$ cat src/rtl/fifo_uart_pkg.sv
// ---------------------------------------------------------------------------
// fifo_uart_pkg
// Types and constants shared by the FIFO-drain UART transmitter.
//   state_e     : transmitter FSM state encoding
//   MARK, SPACE : serial line levels (idle line sits at MARK)
// ---------------------------------------------------------------------------
package fifo_uart_pkg;

   typedef enum logic [2:0] {
      ST_IDLE  = 3'd0,
      ST_FETCH = 3'd1,
      ST_LOAD  = 3'd2,
      ST_START = 3'd3,
      ST_DATA  = 3'd4,
      ST_STOP  = 3'd5
   } state_e;

   localparam logic MARK  = 1'b1;
   localparam logic SPACE = 1'b0;

endpackage

$ cat src/rtl/fifo_uart_tx_if.sv
// ---------------------------------------------------------------------------
// fifo_uart_tx_if
// FIFO read port as seen by its single consumer.
//   dout  : FIFO read data, valid the cycle after an rd_en pulse
//   empty : FIFO empty flag
//   rd_en : one-cycle pop request
// Modports: master = consumer (transmitter), slave = FIFO.
// ---------------------------------------------------------------------------
interface fifo_uart_tx_if #(
   parameter int DATA_W = 8
);
   logic [DATA_W-1:0] dout;
   logic              empty;
   logic              rd_en;

   modport master (output rd_en, input dout, input empty);
   modport slave  (input rd_en, output dout, output empty);
endinterface

$ cat src/rtl/fifo_uart_tx_bit_timer.sv
// ---------------------------------------------------------------------------
// uart_bit_timer
// Bit-period down-counter. load_i forces the counter to CLKS_PER_BIT-1; at
// terminal count it reloads by itself so consecutive bits need no extra load.
//   clk_i      : clock
//   rst_i      : synchronous active-high reset (counter cleared to 0)
//   load_i     : restart the bit period
//   tick_o     : counter at 0 (last cycle of the current bit)
//   pre_tick_o : counter at 1 (next cycle is the last of the bit)
// ---------------------------------------------------------------------------
module uart_bit_timer #(
   parameter int CLKS_PER_BIT = 16
) (
   input  logic clk_i,
   input  logic rst_i,
   input  logic load_i,
   output logic tick_o,
   output logic pre_tick_o
);
   localparam int            CW     = $clog2(CLKS_PER_BIT);
   localparam logic [CW-1:0] RELOAD = CW'(CLKS_PER_BIT - 1);

   logic [CW-1:0] cnt_q, cnt_d;

   // next count: explicit load, auto-reload at terminal count, else decrement
   always_comb begin
      cnt_d = cnt_q;
      if (load_i) begin
         cnt_d = RELOAD;
      end else if (cnt_q == '0) begin
         cnt_d = RELOAD;
      end else begin
         cnt_d = cnt_q - CW'(1);
      end
   end

   // counter register
   always_ff @(posedge clk_i) begin
      if (rst_i) begin
         cnt_q <= '0;
      end else begin
         cnt_q <= cnt_d;
      end
   end

   assign tick_o     = (cnt_q == '0);
   assign pre_tick_o = (cnt_q == CW'(1));
endmodule

$ cat src/rtl/fifo_uart_tx.sv
// ---------------------------------------------------------------------------
// fifo_uart_tx
// Drains the upstream FIFO one byte at a time and sends each byte as an
// 8N1/8N2 UART frame, LSB first.
//   clk_i      : clock, rising edge
//   rst_i      : synchronous active-high reset
//   tx_en_i    : allow starting new frames
//   fifo_if    : FIFO read port (master side: drives rd_en)
//   txd_o      : serial line, idle = MARK
//   busy_o     : high from FETCH through the last stop-bit cycle
//   done_o     : one-cycle pulse on the last stop-bit cycle
//   tx_count_o : frames completed since reset, wraps
// All outputs are registered from next-state values so they line up with the
// state they describe (e.g. txd_o is SPACE exactly while in START).
// ---------------------------------------------------------------------------
module fifo_uart_tx
   import fifo_uart_pkg::*;
#(
   parameter int CLKS_PER_BIT = 16,
   parameter int DATA_W       = 8,
   parameter int STOP_BITS    = 1,
   parameter int CNT_W        = 16
) (
   input  logic             clk_i,
   input  logic             rst_i,
   input  logic             tx_en_i,
   fifo_uart_tx_if.master   fifo_if,
   output logic             txd_o,
   output logic             busy_o,
   output logic             done_o,
   output logic [CNT_W-1:0] tx_count_o
);
   // bit index is shared between data bits and stop bits
   localparam int               IDX_W     = (DATA_W > 2) ? $clog2(DATA_W) : 2;
   localparam logic [IDX_W-1:0] LAST_DATA = IDX_W'(DATA_W - 1);
   localparam logic [IDX_W-1:0] LAST_STOP = IDX_W'(STOP_BITS - 1);

   state_e              state_q, state_d;
   logic [DATA_W-1:0]   shreg_q, shreg_d;
   logic [IDX_W-1:0]    idx_q, idx_d;
   logic [CNT_W-1:0]    count_q, count_d;
   logic                txd_q, txd_d;
   logic                rd_en_q, rd_en_d;
   logic                busy_q, busy_d;
   logic                done_q, done_d;
   logic                timer_load_s, tick_s, pre_tick_s;

   // hold the timer at full period until the frame actually starts
   assign timer_load_s = (state_q == ST_IDLE) || (state_q == ST_FETCH) || (state_q == ST_LOAD);

   uart_bit_timer #(.CLKS_PER_BIT(CLKS_PER_BIT)) u_timer (
      .clk_i      (clk_i),
      .rst_i      (rst_i),
      .load_i     (timer_load_s),
      .tick_o     (tick_s),
      .pre_tick_o (pre_tick_s)
   );

   // FSM next state, datapath next values and next registered outputs
   always_comb begin
      state_d = state_q;
      shreg_d = shreg_q;
      idx_d   = idx_q;
      count_d = count_q;
      case (state_q)
         ST_IDLE: begin
            if (tx_en_i && !fifo_if.empty) state_d = ST_FETCH;
            else                           state_d = ST_IDLE;
         end
         ST_FETCH: state_d = ST_LOAD;
         ST_LOAD: begin
            shreg_d = fifo_if.dout;
            state_d = ST_START;
         end
         ST_START: begin
            if (tick_s) begin
               state_d = ST_DATA;
               idx_d   = '0;
            end else begin
               state_d = ST_START;
            end
         end
         ST_DATA: begin
            if (tick_s) begin
               shreg_d = {1'b0, shreg_q[DATA_W-1:1]};
               if (idx_q == LAST_DATA) begin
                  state_d = ST_STOP;
                  idx_d   = '0;
               end else begin
                  idx_d = idx_q + IDX_W'(1);
               end
            end else begin
               state_d = ST_DATA;
            end
         end
         ST_STOP: begin
            if (tick_s) begin
               if (idx_q == LAST_STOP) begin
                  state_d = ST_IDLE;
                  idx_d   = '0;
                  count_d = count_q + CNT_W'(1);
               end else begin
                  idx_d = idx_q + IDX_W'(1);
               end
            end else begin
               state_d = ST_STOP;
            end
         end
         default: state_d = ST_IDLE;
      endcase

      rd_en_d = (state_d == ST_FETCH);
      busy_d  = (state_d != ST_IDLE);
      // the cycle after pre_tick in the last stop bit is the final frame cycle
      done_d  = (state_q == ST_STOP) && pre_tick_s && (idx_q == LAST_STOP);
      case (state_d)
         ST_START: txd_d = SPACE;
         ST_DATA:  txd_d = shreg_d[0];
         default:  txd_d = MARK;
      endcase
   end

   // state, datapath and output registers
   always_ff @(posedge clk_i) begin
      if (rst_i) begin
         state_q <= ST_IDLE;
         shreg_q <= '0;
         idx_q   <= '0;
         count_q <= '0;
         txd_q   <= MARK;
         rd_en_q <= 1'b0;
         busy_q  <= 1'b0;
         done_q  <= 1'b0;
      end else begin
         state_q <= state_d;
         shreg_q <= shreg_d;
         idx_q   <= idx_d;
         count_q <= count_d;
         txd_q   <= txd_d;
         rd_en_q <= rd_en_d;
         busy_q  <= busy_d;
         done_q  <= done_d;
      end
   end

   assign fifo_if.rd_en = rd_en_q;
   assign txd_o         = txd_q;
   assign busy_o        = busy_q;
   assign done_o        = done_q;
   assign tx_count_o    = count_q;
endmodule
$ cat src/flat_wrapper.sv
// flat-port wrapper written by rule: the top's interface ports become plain ports
module fifo_uart_tx_flat import fifo_uart_pkg::*;
#(
   parameter int CLKS_PER_BIT = 16,
   parameter int DATA_W       = 8,
   parameter int STOP_BITS    = 1,
   parameter int CNT_W        = 16
)
  (clk_i, rst_i, tx_en_i, txd_o, busy_o, done_o, tx_count_o, fifo_if_rd_en, fifo_if_dout, fifo_if_empty);
  fifo_uart_tx_if #(.DATA_W(DATA_W)) fifo_if_i ();
  input  logic clk_i;
  input  logic rst_i;
  input  logic tx_en_i;
  output logic txd_o;
  output logic busy_o;
  output logic done_o;
  output logic [CNT_W-1:0] tx_count_o;
  output wire logic [$bits(fifo_if_i.rd_en)-1:0] fifo_if_rd_en;
  input wire logic [$bits(fifo_if_i.dout)-1:0] fifo_if_dout;
  input wire logic [$bits(fifo_if_i.empty)-1:0] fifo_if_empty;
  assign fifo_if_rd_en = fifo_if_i.rd_en;
  assign fifo_if_i.dout = fifo_if_dout;
  assign fifo_if_i.empty = fifo_if_empty;
  fifo_uart_tx #(.CLKS_PER_BIT(CLKS_PER_BIT), .DATA_W(DATA_W), .STOP_BITS(STOP_BITS), .CNT_W(CNT_W)) u_core (.clk_i(clk_i), .rst_i(rst_i), .tx_en_i(tx_en_i), .fifo_if(fifo_if_i), .txd_o(txd_o), .busy_o(busy_o), .done_o(done_o), .tx_count_o(tx_count_o));
endmodule
$ cat config.mk
export PLATFORM = sky130hd
export DESIGN_NAME = fifo_uart_tx_flat
export DESIGN_NICKNAME = d
export VERILOG_FILES = /design/src/rtl/fifo_uart_pkg.sv /design/src/rtl/fifo_uart_tx_if.sv /design/src/rtl/fifo_uart_tx_bit_timer.sv /design/src/rtl/fifo_uart_tx.sv /design/src/flat_wrapper.sv
export SDC_FILE = /design/constraint.sdc
export NUM_CORES = 1
export LEC_CHECK = 0
export BUFFER_PORTS_ARGS = -buffer_cell sky130_fd_sc_hd__buf_2
export CAP_MARGIN = 20
export CORE_MARGIN = 2
export CORE_UTILIZATION = 55
export CTS_BUF_LIST = sky130_fd_sc_hd__clkbuf_2 sky130_fd_sc_hd__clkbuf_4 sky130_fd_sc_hd__clkbuf_8
export CTS_CLUSTER_SIZE = 12
export DETAILED_ROUTE_END_ITERATION = 7
export PLACE_DENSITY = 0.79
export REMOVE_ABC_BUFFERS = 1
export SLEW_MARGIN = 20
export SYNTH_ARGS = -nofsm -noshare
export SYNTH_HDL_FRONTEND = slang
export SYNTH_SLANG_ARGS = --single-unit
$ cat constraint.sdc
create_clock -name clk_i -period 3.7 [get_ports clk_i]
set_input_delay 0.37 -clock clk_i [delete_from_list [all_inputs] [get_ports clk_i]]
set_output_delay 0.37 -clock clk_i [all_outputs]
set_load 0.02 [all_outputs]
-- Yosys cells after proc, flatten, opt, wreduce, memory -nomap -nowiden
Index checks and enable logic that the tools add are counted.
- flip-flop bits (word level): 38
- input bits: 12
- output and inout port bits: 20
- logic and storage cells: 59
- $add $sub $neg: 3
- equality and inequality tests: 13
- mux-type cells: 18
- reduce and logical (&&, ||, !) cells: 15
- operator list (cell ; count):
    $mux W3 ; 10
    $pmux W3 S6 ; 1
    $add A16 B1 Y16 const B ; 1
    $pmux W8 S2 ; 1
    $eq A3 B3 Y1 const B ; 4
    $eq A3 B2 Y1 const B ; 3
    $pmux W3 S3 ; 1
    $mux W4 ; 2
    $mux W8 ; 1
    $eq A3 B1 Y1 const B ; 2
    $logic_not A3 Y1 ; 2
    $ne A2 B1 Y1 const B ; 3
    $reduce_bool A3 Y1 ; 2
    $eq A4 B1 Y1 const B ; 1
    $logic_not A4 Y1 ; 1
    $reduce_and A4 Y1 ; 1
    $sub A4 B1 Y4 const B ; 1
    $add A3 B1 Y3 const B ; 1
    $logic_and A1 B1 Y1 ; 3
    $reduce_and A3 Y1 ; 1
    $logic_or A1 B1 Y1 ; 2
    $pmux W1 S2 ; 1
    $reduce_and A2 Y1 ; 1
    $reduce_bool A2 Y1 ; 1
    2 further kinds ; 2

-- Depth between registers and ports, before layout
- word-level depth: 6
- mapped depth: 8
- gate-level depth less buffers: 7

-- Hierarchy
A second synthesis with hierarchy kept.
- cells, all modules: 201
- area total of the unflattened synthesis: 1788.0 um^2
- modules (own cells, without submodules) (module ; times used ; cells each ; area an instance (um^2) ; sequential area each (um^2)):
    fifo_uart_tx ; 1 ; 179 ; 1575.3 ; 680.7
    uart_bit_timer ; 1 ; 22 ; 212.7 ; 80.1

-- Worst setup path after synthesis
No wires, ideal clock.
- path kind: register -> register
- start: register u_core.idx_q[0]
- end: register u_core.count_q[13] (netlist: u_core.tx_count_o[13])
- setup time: 71 ps
- data arrival time: 2083 ps
- required time: 3629 ps
- path slack: 1546 ps
- cell stages (with the launch flop): 8
- path buffers: 0
- clock period less this slack: 2154 ps
- path through: dfxtp_1 -> inv_1 -> ha_1 -> or4b_4 -> nor4_4 -> nand3_4 -> or3_1 -> a21oi_1
- cells in the longest elaborated chain, start to end: 2
- ends and longest elaborated chain (what ; line ; source):
    from (decl) ; fifo_uart_tx.sv:40 ; logic [IDX_W-1:0] idx_q, idx_d;
    from (signal assigned) ; fifo_uart_tx.sv:137 ; idx_q <= idx_d;
    $logic_not A3 Y1 ; fifo_uart_tx.sv:98 ; if (idx_q == LAST_STOP) begin
    $reduce_and A3 Y1 (no line) ; - ;
    to (signal assigned) ; fifo_uart_tx.sv:138 ; count_q <= count_d;
    to (decl) ; fifo_uart_tx.sv:41 ; logic [CNT_W-1:0] count_q, count_d;
Every way passes these cells.
A chain may end at the register's enable or synchronous reset.

-- Final worst setup path
Same ends and word-level chain as after synthesis.

==> flow_summary_export.csv <==
group,metric,value,unit
cells_and_area,multi_input_comb_area,908,sq um
cells_and_area,drive_gt1_frac,0.192,
critical_path,reg2reg_slack,1.38,ns
sta,setup_viol,0,
sta,hold_violations,0,
placed_design,port_buffers,31,
grt,grt_max_degree,38,
synth,synth_compound_area_frac,0.148,
synth,synthArstFlopShare,0,
synth,synth_seq_cells,38,
critical_path,start_kind,"flip-flop",
grt,use_met3,0.0671,
critical_path,r2r_start,"u_core.idx_q[0]",
placed_design,dp_slack,1.39,ns
cells_and_area,layout_common_cells,"dfxtp_1, buf_2, nor2_1, nand2_1, a21oi_1",
grt,grt_pass1_vias,1248,
floorplan,die_h,60.1,um
critical_path,path_max_fanout,7,
grt,grt_util_all_layers,0.198,
grt,grtUsageMet2,0.314,
synth,synth_edf_count,0,
synth,synth_flop_cell,"dfxtp_1",
sta,fmax,0.431,GHz
detailed_routing,wire_per_inst,11.6,um
pwr,powerDensity,364,nW/um^2
cts,cts_buffers,5,
cts,cts-htree-levels,2,
sta,final-max-slew-violation-count,0,
hold_path,min_path_cells,3,
detailed_routing,vias_per_cell,5.33,
run,drv_cap,0,
detailed_routing,ant_nets,0,
synth,yosys.area_share.simple,0.257,
grt,busiest_layer,"met2",
floorplan,ios,32,
cts,hold_buffers,0,
floorplan,rows,20,
pwr,ir_drop,0.254,mV
critical_path,cpMaxStageDelayCell,"or4b_4",
detailed_routing,remaining_drc_errors,0,
synth,netlist-cell-type-count,40,
grt,grt-ovfl-total,0,
critical_path,crit_path_end_kind,"flip-flop",
hold_path,hp-class,"in2reg",
synth,synth_top_family_by_area,"simple AND/OR/NAND/NOR gates",
sta,maxSlewHeadroom,0.501,
detailed_routing,drt_first_iter_violations,65,
sta,fin_worst_skew,0.00485,ns
critical_path,max_stage_delay,0.51,ns
floorplan,die_w,60.1,um
pwr,p_leak,0.823,nW
cells_and_area,seq_area,761,sq um
cts,clk_pin_slew,0.10,ns
hold_path,hold_start,"fifo_if_dout[7]",
detailed_routing,vias,1429,
floorplan,initial_core_util,0.571,
sta,setup_slack,1.38,ns
cts,ctsResizeCount,0,
sta,tns,0,ns
synth,ys_seq_area_frac,0.440,
floorplan,core-area,3030,sq um
pwr,finalPower,0.000713,W
detailed_routing,drt_first_pass_iters,4,
critical_path,arrival,2.60,ns
placed_design,place.gp.congestion,0.824,
grt,grt_pass1_wl,5300,um
critical_path,crit_chain,"inv_1, ha_1, or4b_4, nor4_4, nand3_4, or3_1, a21oi_1",
critical_path,required,3.98,ns
grt,antenna_found_initial,0,
synth,yosysWarningCount,0,
cts,cts_tree,"yes",
cts,clock_sinks,38,
detailed_routing,routed_wl,3100,um
hold_path,worstHoldEndpoint,"u_core.shreg_q[7]",
critical_path,reg2regPathDepth,7,
cts,clk_path_buf_depth,2,
sta,max_slew.worst_pin.slew,0.742,ns
cts,cts-root-buf,"clkbuf_4",
cells_and_area,final_common_cell,"dfxtp_1",
synth,synth_fa_ha_area_frac,0.0434,
cts,clk_latency,0.35,ns
synth,synthMuxAreaShare,0.0116,
critical_path,crit_type,"reg2reg",
placed_design,dpl.hpwl,2200,um
outcome,outcome,"completed",
cells_and_area,fin_nets,243,
cts,postCtsSetupBuffers,0,
synth,syn_inst,196,
cells_and_area,diodes,0,
cells_and_area,num-fill-cells,280,
synth,synth-xor-area-share,0.0658,
floorplan,die_area,3610,sq um
grt,globalRouteMet1Util,0.239,
sta,rsz0062_at_grt,"no",
sta,finalCritPeriodShare,0.627,
sta,fin_crit,2.32,ns
critical_path,r2r-end,"u_core.tx_count_o[13]",
synth,synth_area,1730,sq um
synth,synth.avg_cell_area,8.83,sq um
cells_and_area,area_growth,13.3,%
==> through the flow <==
step / utilization / area [sq um] / hold slack [ns] / instances
floorplan: - / 1690 / 0.430 / 186
global placement: 0.631 / 1910 / 0.444 / 262
detailed placement: 0.631 / 1910 / 0.450 / 262
CTS: 0.648 / 1960 / 0.245 / 268
global route: 0.648 / 1960 / 0.269 / 268
finish: 0.648 / 1960 / 0.251 / 268
==> final cells by class <==
cell class,count,area share
Clock buffer,6,0.0262
Inverter,6,0.0115
Sequential cell,38,0.388
Multi-Input combinational cell,142,0.463
Timing Repair Buffer,32,0.0830
Tap cell,44,0.0281
==> registers in the layout, indices dropped and copies added, names as in the netlist <==
register	flops
u_core.shreg_q	8
u_core.tx_count_o	16
u_core.idx_q	3
u_core.busy_o	1
u_core.txd_o	1
u_core.u_timer.cnt_q	4
u_core.fifo_if.rd_en	1
u_core.done_o	1
u_core.state_q	3
==> critical path: cells and delay by family, from the launching register on <==
kind / cells / cell delay (ns)
fa+ha+maj: 1 / 0.19
simple gates: 4 / 1.50
compound gates: 1 / 0.14
flops: 1 / 0.33
buf+inv: 1 / 0.08
==> power breakdown <==
group	total, W	switching [W]	internal [W]
clock network	0.000212	0.000126	0.0000856
logic	0.0000652	0.0000377	0.0000276
registers	0.000436	0.0000127	0.000423
total	0.000713	0.000177	0.000536
==> cell usage after synthesis (2+ instances only) <==
cell	count	share of area
nor3_1	3	0.0087
mux2i_1	2	0.012
nand2_1	18	0.039
ha_1	6	0.043
dfxtp_1	38	0.44
and4_1	2	0.010
nand4_1	5	0.018
nand3b_1	2	0.0087
a21oi_1	17	0.049
nand3_1	4	0.012
xor2_1	10	0.051
clkbuf_1	7	0.015
nor3b_1	3	0.013
a22oi_1	7	0.030
or3_1	4	0.014
buf_1	2	0.0043
nor2b_1	5	0.018
xnor2_1	3	0.015
o21ai_0	6	0.017
and2_1	3	0.011
inv_1	6	0.013
nor2_1	22	0.048
a21o_1	2	0.0087
and3_1	3	0.011
==> layer usage <==
layer | vias to the layer above | wire [um] | share of wire
li1 | 742 | - | -
met2 | 36 | 1440 | 0.46
met5 | - | 0 | 0
met4 | 0 | 58 | 0.019
met1 | 645 | 1440 | 0.46
met3 | 6 | 166 | 0.054
==> worst max path at each step <==
stage	start	endpoint	slack, ns	cells past startpoint
floorplan	u_core.u_timer.cnt_q[0]	u_core.txd_o	1.28	7
global placement	u_core.idx_q[0]	u_core.tx_count_o[15]	1.45	7
detailed placement	u_core.idx_q[0]	u_core.tx_count_o[13]	1.39	7
CTS	u_core.idx_q[0]	u_core.tx_count_o[13]	1.36	7
global route	u_core.idx_q[0]	u_core.tx_count_o[13]	1.19	7
finish	u_core.idx_q[0]	u_core.tx_count_o[13]	1.38	7
==> logic make-up (layout without fill, tap and decap cells) <==
kind of cell / Yosys count / in the layout
simple gates: 80 / 80
compound gates: 41 / 41
flops: 38 / 38
buf+inv: 16 / 44
xor+xnor: 13 / 13
fa+ha+maj: 6 / 6
mux: 2 / 2
(Power assumes the default switching activity.)
